**src/rtl/gpr_wb_arbiter_pkg.sv**
```systemverilog
// Shared constants and helpers for the GPR writeback arbiter.
// Used by gpr_wb_arbiter and rr_arbiter; the register file is fixed at 32 entries.
package gpr_wb_arbiter_pkg;

    localparam int DEF_XLEN   = 32;
    localparam int REG_ADDR_W = 5;
    localparam int NUM_GPR    = 32;

    typedef logic [REG_ADDR_W-1:0] reg_addr_t;

    localparam reg_addr_t X0_IDX = '0;

    function automatic logic is_x0(input reg_addr_t addr);
        return addr == X0_IDX;
    endfunction

endpackage

```
**src/rtl/gpr_wb_arbiter_rr_arbiter.sv**
```systemverilog
// Round-robin arbiter: one-hot grant to the first valid requester at or after
// the pointer; the pointer moves past the winner whenever a grant is issued.
module rr_arbiter #(
    parameter int NUM_REQ = 3
) (
    input  logic               clk,
    input  logic               rstn,
    input  logic [NUM_REQ-1:0] i_valid,
    output logic [NUM_REQ-1:0] o_grant,
    output logic               o_any
);

    localparam int PTR_W = (NUM_REQ > 1) ? $clog2(NUM_REQ) : 1;

    logic [PTR_W-1:0] r_ptr;
    logic [PTR_W-1:0] w_win_idx;
    logic [PTR_W-1:0] w_cand;
    logic             w_any;

    always_comb begin
        o_grant   = '0;
        w_win_idx = '0;
        w_any     = 1'b0;
        w_cand    = '0;
        for (int k = 0; k < NUM_REQ; k++) begin
            w_cand = PTR_W'((int'(r_ptr) + k) % NUM_REQ);
            if (!w_any && i_valid[w_cand]) begin
                w_any            = 1'b1;
                w_win_idx        = w_cand;
                o_grant[w_cand]  = 1'b1;
            end
        end
    end

    assign o_any = w_any;

    // Every grant is a transfer downstream, so the pointer advances on any win.
    always_ff @(posedge clk or negedge rstn) begin
        if (!rstn) begin
            r_ptr <= '0;
        end else if (w_any) begin
            r_ptr <= (w_win_idx == PTR_W'(NUM_REQ - 1)) ? '0 : w_win_idx + PTR_W'(1);
        end
    end

endmodule

```
**src/rtl/gpr_wb_arbiter.sv**
```systemverilog
// GPR write-port arbiter with registered writeback stage and pending-write scoreboard.
// Optional macro GPR_WB_BYPASS_EN forwards the writeback value and masks the matching busy.
module gpr_wb_arbiter
    import gpr_wb_arbiter_pkg::*;
#(
    parameter int NUM_REQ = 3,
    parameter int XLEN    = DEF_XLEN
) (
    input  logic                         clk,
    input  logic                         rstn,
    input  logic [NUM_REQ-1:0]           req_valid,
    input  logic [NUM_REQ*REG_ADDR_W-1:0] req_addr,
    input  logic [NUM_REQ*XLEN-1:0]      req_data,
    output logic [NUM_REQ-1:0]           req_ready,
    output logic                         gpr_wr_en,
    output logic [REG_ADDR_W-1:0]        gpr_wr_addr,
    output logic [XLEN-1:0]              gpr_wr_data,
    input  logic                         sb_set_en,
    input  logic [REG_ADDR_W-1:0]        sb_set_addr,
    input  logic [REG_ADDR_W-1:0]        sb_rs1_addr,
    input  logic [REG_ADDR_W-1:0]        sb_rs2_addr,
    output logic                         sb_rs1_busy,
    output logic                         sb_rs2_busy,
    output logic                         sb_rd_busy,
    output logic                         byp_rs1_valid,
    output logic                         byp_rs2_valid,
    output logic [XLEN-1:0]              byp_rs1_data,
    output logic [XLEN-1:0]              byp_rs2_data
);

    logic [NUM_REQ-1:0] w_grant;
    logic               w_xfer;
    reg_addr_t          w_sel_addr;
    logic [XLEN-1:0]    w_sel_data;

    logic               r_wr_en;
    reg_addr_t          r_wr_addr;
    logic [XLEN-1:0]    r_wr_data;

    logic [NUM_GPR-1:0] r_pending;
    logic [NUM_GPR-1:0] w_pending_nxt;

    logic               w_rs1_pend;
    logic               w_rs2_pend;

    rr_arbiter #(
        .NUM_REQ (NUM_REQ)
    ) u_rr (
        .clk     (clk),
        .rstn    (rstn),
        .i_valid (req_valid),
        .o_grant (w_grant),
        .o_any   (w_xfer)
    );

    assign req_ready = w_grant;

    always_comb begin
        w_sel_addr = '0;
        w_sel_data = '0;
        for (int i = 0; i < NUM_REQ; i++) begin
            if (w_grant[i]) begin
                w_sel_addr = req_addr[i*REG_ADDR_W +: REG_ADDR_W];
                w_sel_data = req_data[i*XLEN +: XLEN];
            end
        end
    end

    // Writes to x0 are accepted from the requester but never reach the register file.
    always_ff @(posedge clk or negedge rstn) begin
        if (!rstn) begin
            r_wr_en   <= 1'b0;
            r_wr_addr <= '0;
            r_wr_data <= '0;
        end else begin
            r_wr_en <= w_xfer && !is_x0(w_sel_addr);
            if (w_xfer) begin
                r_wr_addr <= w_sel_addr;
                r_wr_data <= w_sel_data;
            end
        end
    end

    assign gpr_wr_en   = r_wr_en;
    assign gpr_wr_addr = r_wr_addr;
    assign gpr_wr_data = r_wr_data;

    // Set is applied after clear so a same-edge re-dispatch keeps the register pending.
    always_comb begin
        w_pending_nxt = r_pending;
        if (r_wr_en) begin
            w_pending_nxt[r_wr_addr] = 1'b0;
        end
        if (sb_set_en) begin
            w_pending_nxt[sb_set_addr] = 1'b1;
        end
        w_pending_nxt[X0_IDX] = 1'b0;
    end

    always_ff @(posedge clk or negedge rstn) begin
        if (!rstn) begin
            r_pending <= '0;
        end else begin
            r_pending <= w_pending_nxt;
        end
    end

    assign w_rs1_pend = r_pending[sb_rs1_addr];
    assign w_rs2_pend = r_pending[sb_rs2_addr];
    assign sb_rd_busy = r_pending[sb_set_addr];

`ifdef GPR_WB_BYPASS_EN
    logic w_rs1_hit;
    logic w_rs2_hit;

    assign w_rs1_hit     = r_wr_en && (r_wr_addr == sb_rs1_addr) && !is_x0(sb_rs1_addr);
    assign w_rs2_hit     = r_wr_en && (r_wr_addr == sb_rs2_addr) && !is_x0(sb_rs2_addr);
    assign byp_rs1_valid = w_rs1_hit;
    assign byp_rs2_valid = w_rs2_hit;
    assign byp_rs1_data  = r_wr_data;
    assign byp_rs2_data  = r_wr_data;
    assign sb_rs1_busy   = w_rs1_pend && !w_rs1_hit;
    assign sb_rs2_busy   = w_rs2_pend && !w_rs2_hit;
`else
    assign byp_rs1_valid = 1'b0;
    assign byp_rs2_valid = 1'b0;
    assign byp_rs1_data  = '0;
    assign byp_rs2_data  = '0;
    assign sb_rs1_busy   = w_rs1_pend;
    assign sb_rs2_busy   = w_rs2_pend;
`endif

    // Issue must stall on sb_rd_busy unless the pending write retires on this same edge.
    a_no_waw_set: assert property (@(posedge clk) disable iff (!rstn)
        sb_set_en |-> !(r_pending[sb_set_addr] && !(r_wr_en && (r_wr_addr == sb_set_addr))));

endmodule

```
**config.mk**
```make
export PLATFORM = sky130hd
export DESIGN_NAME = gpr_wb_arbiter
export DESIGN_NICKNAME = d
export VERILOG_FILES = /design/src/rtl/gpr_wb_arbiter_pkg.sv /design/src/rtl/gpr_wb_arbiter_rr_arbiter.sv /design/src/rtl/gpr_wb_arbiter.sv
export SDC_FILE = /design/constraint.sdc
export NUM_CORES = 1
export LEC_CHECK = 0
export CELL_PAD_IN_SITES_DETAIL_PLACEMENT = 0
export CELL_PAD_IN_SITES_GLOBAL_PLACEMENT = 2
export CORE_MARGIN = 4
export CORE_UTILIZATION = 38
export CTS_BUF_LIST = sky130_fd_sc_hd__clkbuf_4 sky130_fd_sc_hd__clkbuf_8
export DETAILED_ROUTE_END_ITERATION = 16
export DONT_BUFFER_PORTS = 1
export GPL_TIMING_DRIVEN = 0
export PLACE_DENSITY = 0.92
export SLEW_MARGIN = 0
export SYNTH_ARGS = -nofsm -noshare
export SYNTH_HDL_FRONTEND = slang
export SYNTH_SLANG_ARGS = --single-unit
```
**constraint.sdc**
```tcl
create_clock -name clk -period 3.4 [get_ports clk]
set_clock_uncertainty 0.05 [all_clocks]
set_input_delay 0.34 -clock clk [delete_from_list [all_inputs] [get_ports clk]]
set_output_delay 0.34 -clock clk [all_outputs]
set_load 0.005 [all_outputs]
```
==> Word-level counts from Yosys, hierarchy flattened <==
Index checks and enable logic that the tools add are counted.
{ "totals": {"output_inout_bits": 110, "wordCells": 81, "reg_bits": 71, "in_bits": 132} }
{ "op_classes": {"n_div": 3, "n_addsub": 3, "n_bitwise": 5, "reduce_logical": 12, "muxes": 40, "n_eq_ne": 1, "magnitude_cmp": 12} }
{ "ops": {"columns": ["operator", "count"], "rows": [
  ["32-bit two-way mux", 5],
  ["32-bit by 3-bit modulo with 32-bit output, second input constant", 2],
  ["32-bit AND", 1],
  ["3-bit by 3-bit modulo with 32-bit output, second input constant", 1],
  ["32-bit NOT", 1],
  ["32-bit OR", 1],
  ["5-bit by 6-bit less-than comparator with 1-bit output, second input constant", 4],
  ["1-bit binary-select mux with 5-bit select", 3],
  ["5-bit two-way mux", 3],
  ["1-bit two-way mux", 14],
  ["1-bit demux with 5-bit select", 2],
  ["5-bit by 1-bit greater-or-equal comparator with 1-bit output, second input constant", 2],
  ["2-bit by 3-bit less-than comparator with 1-bit output, second input constant", 3],
  ["3-bit two-way mux", 3],
  ["1-bit logical AND", 8],
  ["2-bit two-way mux", 4],
  ["1-bit binary-select mux with 2-bit select", 3],
  ["1-bit demux with 2-bit select", 3],
  ["2-bit by 1-bit greater-or-equal comparator with 1-bit output, second input constant", 3],
  ["3-bit OR", 2],
  ["5-bit logical NOT", 1],
  ["2-bit by 1-bit adder with 3-bit output, second input constant", 1],
  ["2-bit by 2-bit adder with 3-bit output, second input constant", 1],
  ["1-bit logical NOT", 3],
  ["other kinds (2)", 2]
]} }

==> Logic depth before layout (Yosys ltp) <==
{ "depth": {"depth_word": 16, "mapped_depth": 13, "depth_no_buf": 11} }

==> Hierarchy <==
Synthesis repeated with hierarchy kept, for this count alone.
{ "unflattened": {"cells_unflattened": 560, "area_unflattened_um2": 5228.8} }
{ "modules_own_cells": {"columns": ["mod", "instances", "cells_per_inst", "area_per_inst_um2"], "rows": [
  ["gpr_wb_arbiter", 1, 499, 4723.3],
  ["rr_arbiter", 1, 61, 505.5]
]} }

==> Least setup slack after synthesis <==
Ideal clock, no wire load.
{ "synth_path": {"kind": "reg2reg", "startpoint": "register u_rr.r_ptr[0]", "endpoint": "register r_wr_en, in the netlist gpr_wr_en", "setup_ns": 0.135, "setup_slack_ns": 1.011, "path_stages_with_launch": 13, "required_ns": 3.215, "arrival_time_ns": 2.204, "cell_sequence": "dfrtp_1 -> inv_1 -> ha_1 -> buf_2 -> nand2_1 -> o32ai_2 -> a32o_2 -> a2bb2oi_2 -> nor2b_4 -> buf_6 -> a221o_1 -> o21ai_2 -> nand4_1"} }
{ "synth_via": {"elab_chain_len": 16} }
{ "synth_rtl": {"columns": ["item", "line_no", "text"], "rows": [
  ["start: declaration", "gpr_wb_arbiter_rr_arbiter.sv:15", "logic [PTR_W-1:0] r_ptr;"],
  ["start signal: assignment", "gpr_wb_arbiter_rr_arbiter.sv:42", "r_ptr <= (w_win_idx == PTR_W'(NUM_REQ - 1)) ? '0 : w_win_idx + PTR_W'(1);"],
  ["2-bit by 1-bit adder with 3-bit output or 3-bit by 3-bit modulo with 32-bit output (tied branches)", "gpr_wb_arbiter_rr_arbiter.sv:26", "w_cand = PTR_W'((int'(r_ptr) + k) % NUM_REQ);"],
  ["32-bit by 3-bit modulo with 32-bit output, or another cell as far along", "gpr_wb_arbiter_rr_arbiter.sv:26", null],
  ["2-bit by 3-bit less-than comparator with 1-bit output (not written as such), or another cell as far along", "gpr_wb_arbiter_rr_arbiter.sv:30", "o_grant[w_cand] = 1'b1;"],
  ["1-bit logical AND (not written as such), or another cell as far along", "gpr_wb_arbiter_rr_arbiter.sv:30", null],
  ["1-bit two-way mux (not written as such), or another cell as far along", "gpr_wb_arbiter_rr_arbiter.sv:30", null],
  ["1-bit demux with 2-bit select, or another cell as far along", null, null],
  ["3-bit OR (no line) or 1-bit two-way mux (tied branches)", null, null],
  ["3-bit two-way mux or 1-bit logical NOT (tied branches)", "gpr_wb_arbiter_rr_arbiter.sv:27", "if (!w_any && i_valid[w_cand]) begin"],
  ["3-bit OR (no line) or 1-bit logical AND (tied branches)", null, null],
  ["3-bit two-way mux (*)", "gpr_wb_arbiter_rr_arbiter.sv:27", null],
  ["named net req_ready[0]", "gpr_wb_arbiter.sv:14", "output logic [NUM_REQ-1:0] req_ready,"],
  ["5-bit two-way mux (*) (3 in series)", "gpr_wb_arbiter.sv:62", "if (w_grant[i]) begin"],
  ["5-bit logical NOT (*)", "gpr_wb_arbiter_pkg.sv:14", "return addr == X0_IDX;"],
  ["1-bit logical NOT (*)", "gpr_wb_arbiter.sv:76", "r_wr_en <= w_xfer && !is_x0(w_sel_addr);"],
  ["1-bit logical AND (*)", "gpr_wb_arbiter.sv:76", null],
  ["end signal: assignment", "gpr_wb_arbiter.sv:76", null],
  ["end: declaration", "gpr_wb_arbiter.sv:36", "logic r_wr_en;"]
]} }
Mark *: on every way through the listed nets, which the timed path passes. The rest lies on a longest branch. The select of a mux whose other input is x is not followed.
A chain may end at the register's enable or synchronous reset.

==> Worst setup path after layout <==
{ "layout_path": {"startpoint": "register u_rr.r_ptr[0]", "endpoint": "output port req_ready[1]"} }
{ "layout_via": {"elab_chain_len": 10} }
{ "layout_rtl": {"columns": ["item", "line_no"], "rows": [
  ["2-bit by 1-bit adder with 3-bit output or 3-bit by 3-bit modulo with 32-bit output (tied branches)", "gpr_wb_arbiter_rr_arbiter.sv:26"],
  ["32-bit by 3-bit modulo with 32-bit output, or another cell as far along", "gpr_wb_arbiter_rr_arbiter.sv:26"],
  ["2-bit by 3-bit less-than comparator with 1-bit output (not written as such), or another cell as far along", "gpr_wb_arbiter_rr_arbiter.sv:30"],
  ["1-bit logical AND (not written as such), or another cell as far along", "gpr_wb_arbiter_rr_arbiter.sv:30"],
  ["1-bit two-way mux (not written as such), or another cell as far along", "gpr_wb_arbiter_rr_arbiter.sv:30"],
  ["1-bit demux with 2-bit select, or another cell as far along", null],
  ["3-bit OR (no line) or 1-bit two-way mux (tied branches)", null],
  ["3-bit two-way mux or 1-bit logical NOT (tied branches)", "gpr_wb_arbiter_rr_arbiter.sv:27"],
  ["3-bit OR (no line) or 1-bit logical AND (tied branches)", null],
  ["3-bit two-way mux (*)", "gpr_wb_arbiter_rr_arbiter.sv:27"],
  ["end: declaration", "gpr_wb_arbiter.sv:14"]
]} }
Every way passes the cells marked *; elsewhere a longest branch is shown, timed or not. The select of a mux whose other input is x is not followed.

==> qor.csv <==
metric;value;unit
dp_hpwl;12000;um
worstSetupEndpointType;primary output;
arrival;2360;ps
grt_busiest_layer;met2;
fill_cells;1275;
final_nets;739;
grt_pass1_vias;4320;
seq_power_share;28.3;%
grt_usage;19.5;%
yosys.area.top_type;dfrtp_1;
crit_chain;inv_1 -> ha_1 -> nand2b_1 -> o32ai_2 -> a31oi_2 -> a21oi_4 -> buf_4;
synth-seq-cells;71;
path_class;register to primary output;
initial_core_util;38.9;%
hold_buffers;2;
grt_pass1_wl;24100;um
synth_top_flop_cell;dfrtp_1;
antenna_found_initial;0;
p_sw;2800;uW
final_core_util;44.0;%
worst-path-max-fanout;10;
swShare;45.8;%
area_growth;13.2;%
cellPowerDensity;1050;mW/mm^2
avgSynthCellArea;9.85;um^2
hold_viol_final;0;
grt_util_met3;6.90;%
reg2reg_depth;11;
layout.cells.non_filler;784;
num_vias;4171;
clockPowerShare;10.4;%
dieArea;0.0155;mm^2
ctsResizeCount;0;
insertion_delay;350;ps
ys_types;54;
max_stage_delay;400;ps
vias_per_cell;5.32;
whs;72.6;ps
p_comb_share;61.2;%
fin_area;0.00585;mm^2
synth_edf_count;0;
crit_required;3010;ps
drive_above_1_share;30.1;%
intPower;3320;uW
holdPathStages;2;
use_met1;23.0;%
cp_num_buf_inv;2;
grt_start_max_net_pins;72;
root_buffer;clkbuf_8;
post-cts-setup-buffers;0;
first_iter_violations;391;
ys_warn_count;0;
syn_inst;525;
placedCellCount;766;
drc_errors;0;
p_leak;0.00254;uW
fmax;364;MHz
die_h;125;um
rsz0062_at_grt;no;
synth_area_leaders;dfrtp_1, mux4_2, buf_4;
clkTransAtPathRegs;80;ps
maxCapViolCount;0;
crit_family;compound AO/OA/AOI/OAI gates;
clock_sinks;71;
overflow;0;
diodes;0;
yosysSeqAreaShare;34.4;%
use_met2;33.3;%
cts_tree;yes;
tns;0;ps
reg2reg_slack;660;ps
crit_slowest_cell;dfrtp_1;
synthArstFlopShare;100;%
finalMaxSlewViolations;0;
period_share;80.8;%
totalWireLength;15400;um
dr.pass1.iters;5;
relSlewSlack;59.3;%
placement.io_buffers;0;
die_w;125;um
period_minus_slack;2750;ps
yosys.area.top_type_share;34.4;%
rows;42;
mostFrequentLayoutCells;buf_4, dfrtp_1, o21ai_0;
tightest_slew;610;ps
cts_made_buffers;9;
final_common_cell;buf_4;
path_depth;7;
place_area;0.00563;mm^2
wl_per_cell;19.6;um
outcome;completed;
gp_congestion;0.834;
syn_area;0.00517;mm^2
clock_path_buffers;2;
ioPinCount;242;
core;0.0133;mm^2
ir_drop;664;uV
hp-class;input port to register;
critPathLaunchType;register;
setup_viol;0;
antenna_left;0;
htree_levels;3;
## stage by stage
stage	setup WS, ps	total power, uW
after floorplan	1010	4590
after global placement	709	5380
after detailed placement	655	5490
after CTS	581	6170
after global routing	446	6650
final	652	6120
## final timing paths
| check | start | to |
|---|---|---|
| setup / recovery | u_rr.r_ptr[0] | req_ready[1] |
| hold / removal | req_addr[11] | gpr_wr_addr[1] |
| setup reg to reg | u_rr.r_ptr[0] | gpr_wr_data[27] |
| hold reg to reg | gpr_wr_data[2] | gpr_wr_data[2] |
| max in group asynchronous | rstn | gpr_wr_data[19] |
| min in group asynchronous | rstn | r_pending[5] |
## cell families (layout without fill, tap and decap cells)
group,after synthesis,count (layout),share of synthesized area (%)
other,1,66,0.0725
AND/OR/NAND/NOR,135,135,12.2
buffers and inverters,113,131,15.1
flip-flops,71,71,34.4
multiplexers,34,34,12.9
adder cells (fa/ha/maj),4,4,0.968
AO/OA/AOI/OAI,167,167,24.4
## Yosys cell counts, drive strengths merged (2+ instances only)
library cell  number
or3b               4
ha                 4
or3                2
nand3b            12
dfrtp             71
o22ai              3
a21o               5
a221oi            33
a21oi              9
o32ai              2
a31oi              3
clkbuf            13
nand3              7
nor3               2
nor2b              2
buf               89
mux2i              4
mux2               5
a2bb2oi            2
inv               11
nor2              43
nand2             55
and2               2
o21ai             98
mux4              25
nand2b             3
## sequential cells by signal, indices dropped and copies added (netlist names)
| register | count |
|---|---|
| gpr_wr_en | 1 |
| gpr_wr_addr | 5 |
| r_pending | 31 |
| u_rr.r_ptr | 2 |
| gpr_wr_data | 32 |
## area by class of cell
cell class	count	area, um^2	area share, %
buffer	102	737	12.6
clock buffer	12	153	2.61
clock inverter	4	30.0	0.513
inverter	11	41.3	0.705
multi-input combinational	406	2860	48.8
sequential	71	1780	30.3
tap	176	220	3.76
timing repair buffer	2	37.5	0.641
## power by group through the flow
stage	combinational, uW	clock, uW	sequential, uW
global route	4150	700	1800
global placement	3640	0	1730
floorplan	3010	0	1580
detailed placement	3740	0	1750
finish	3750	639	1730
CTS	3760	663	1740
## layer usage
layer  share of wire, %  routed length [um]
met1                 38                5800
met2                 51                7930
met3                9.0                1390
met4                1.9                 289
met5                  0                   0
Note: power is estimated with default switching activity, not from simulation.
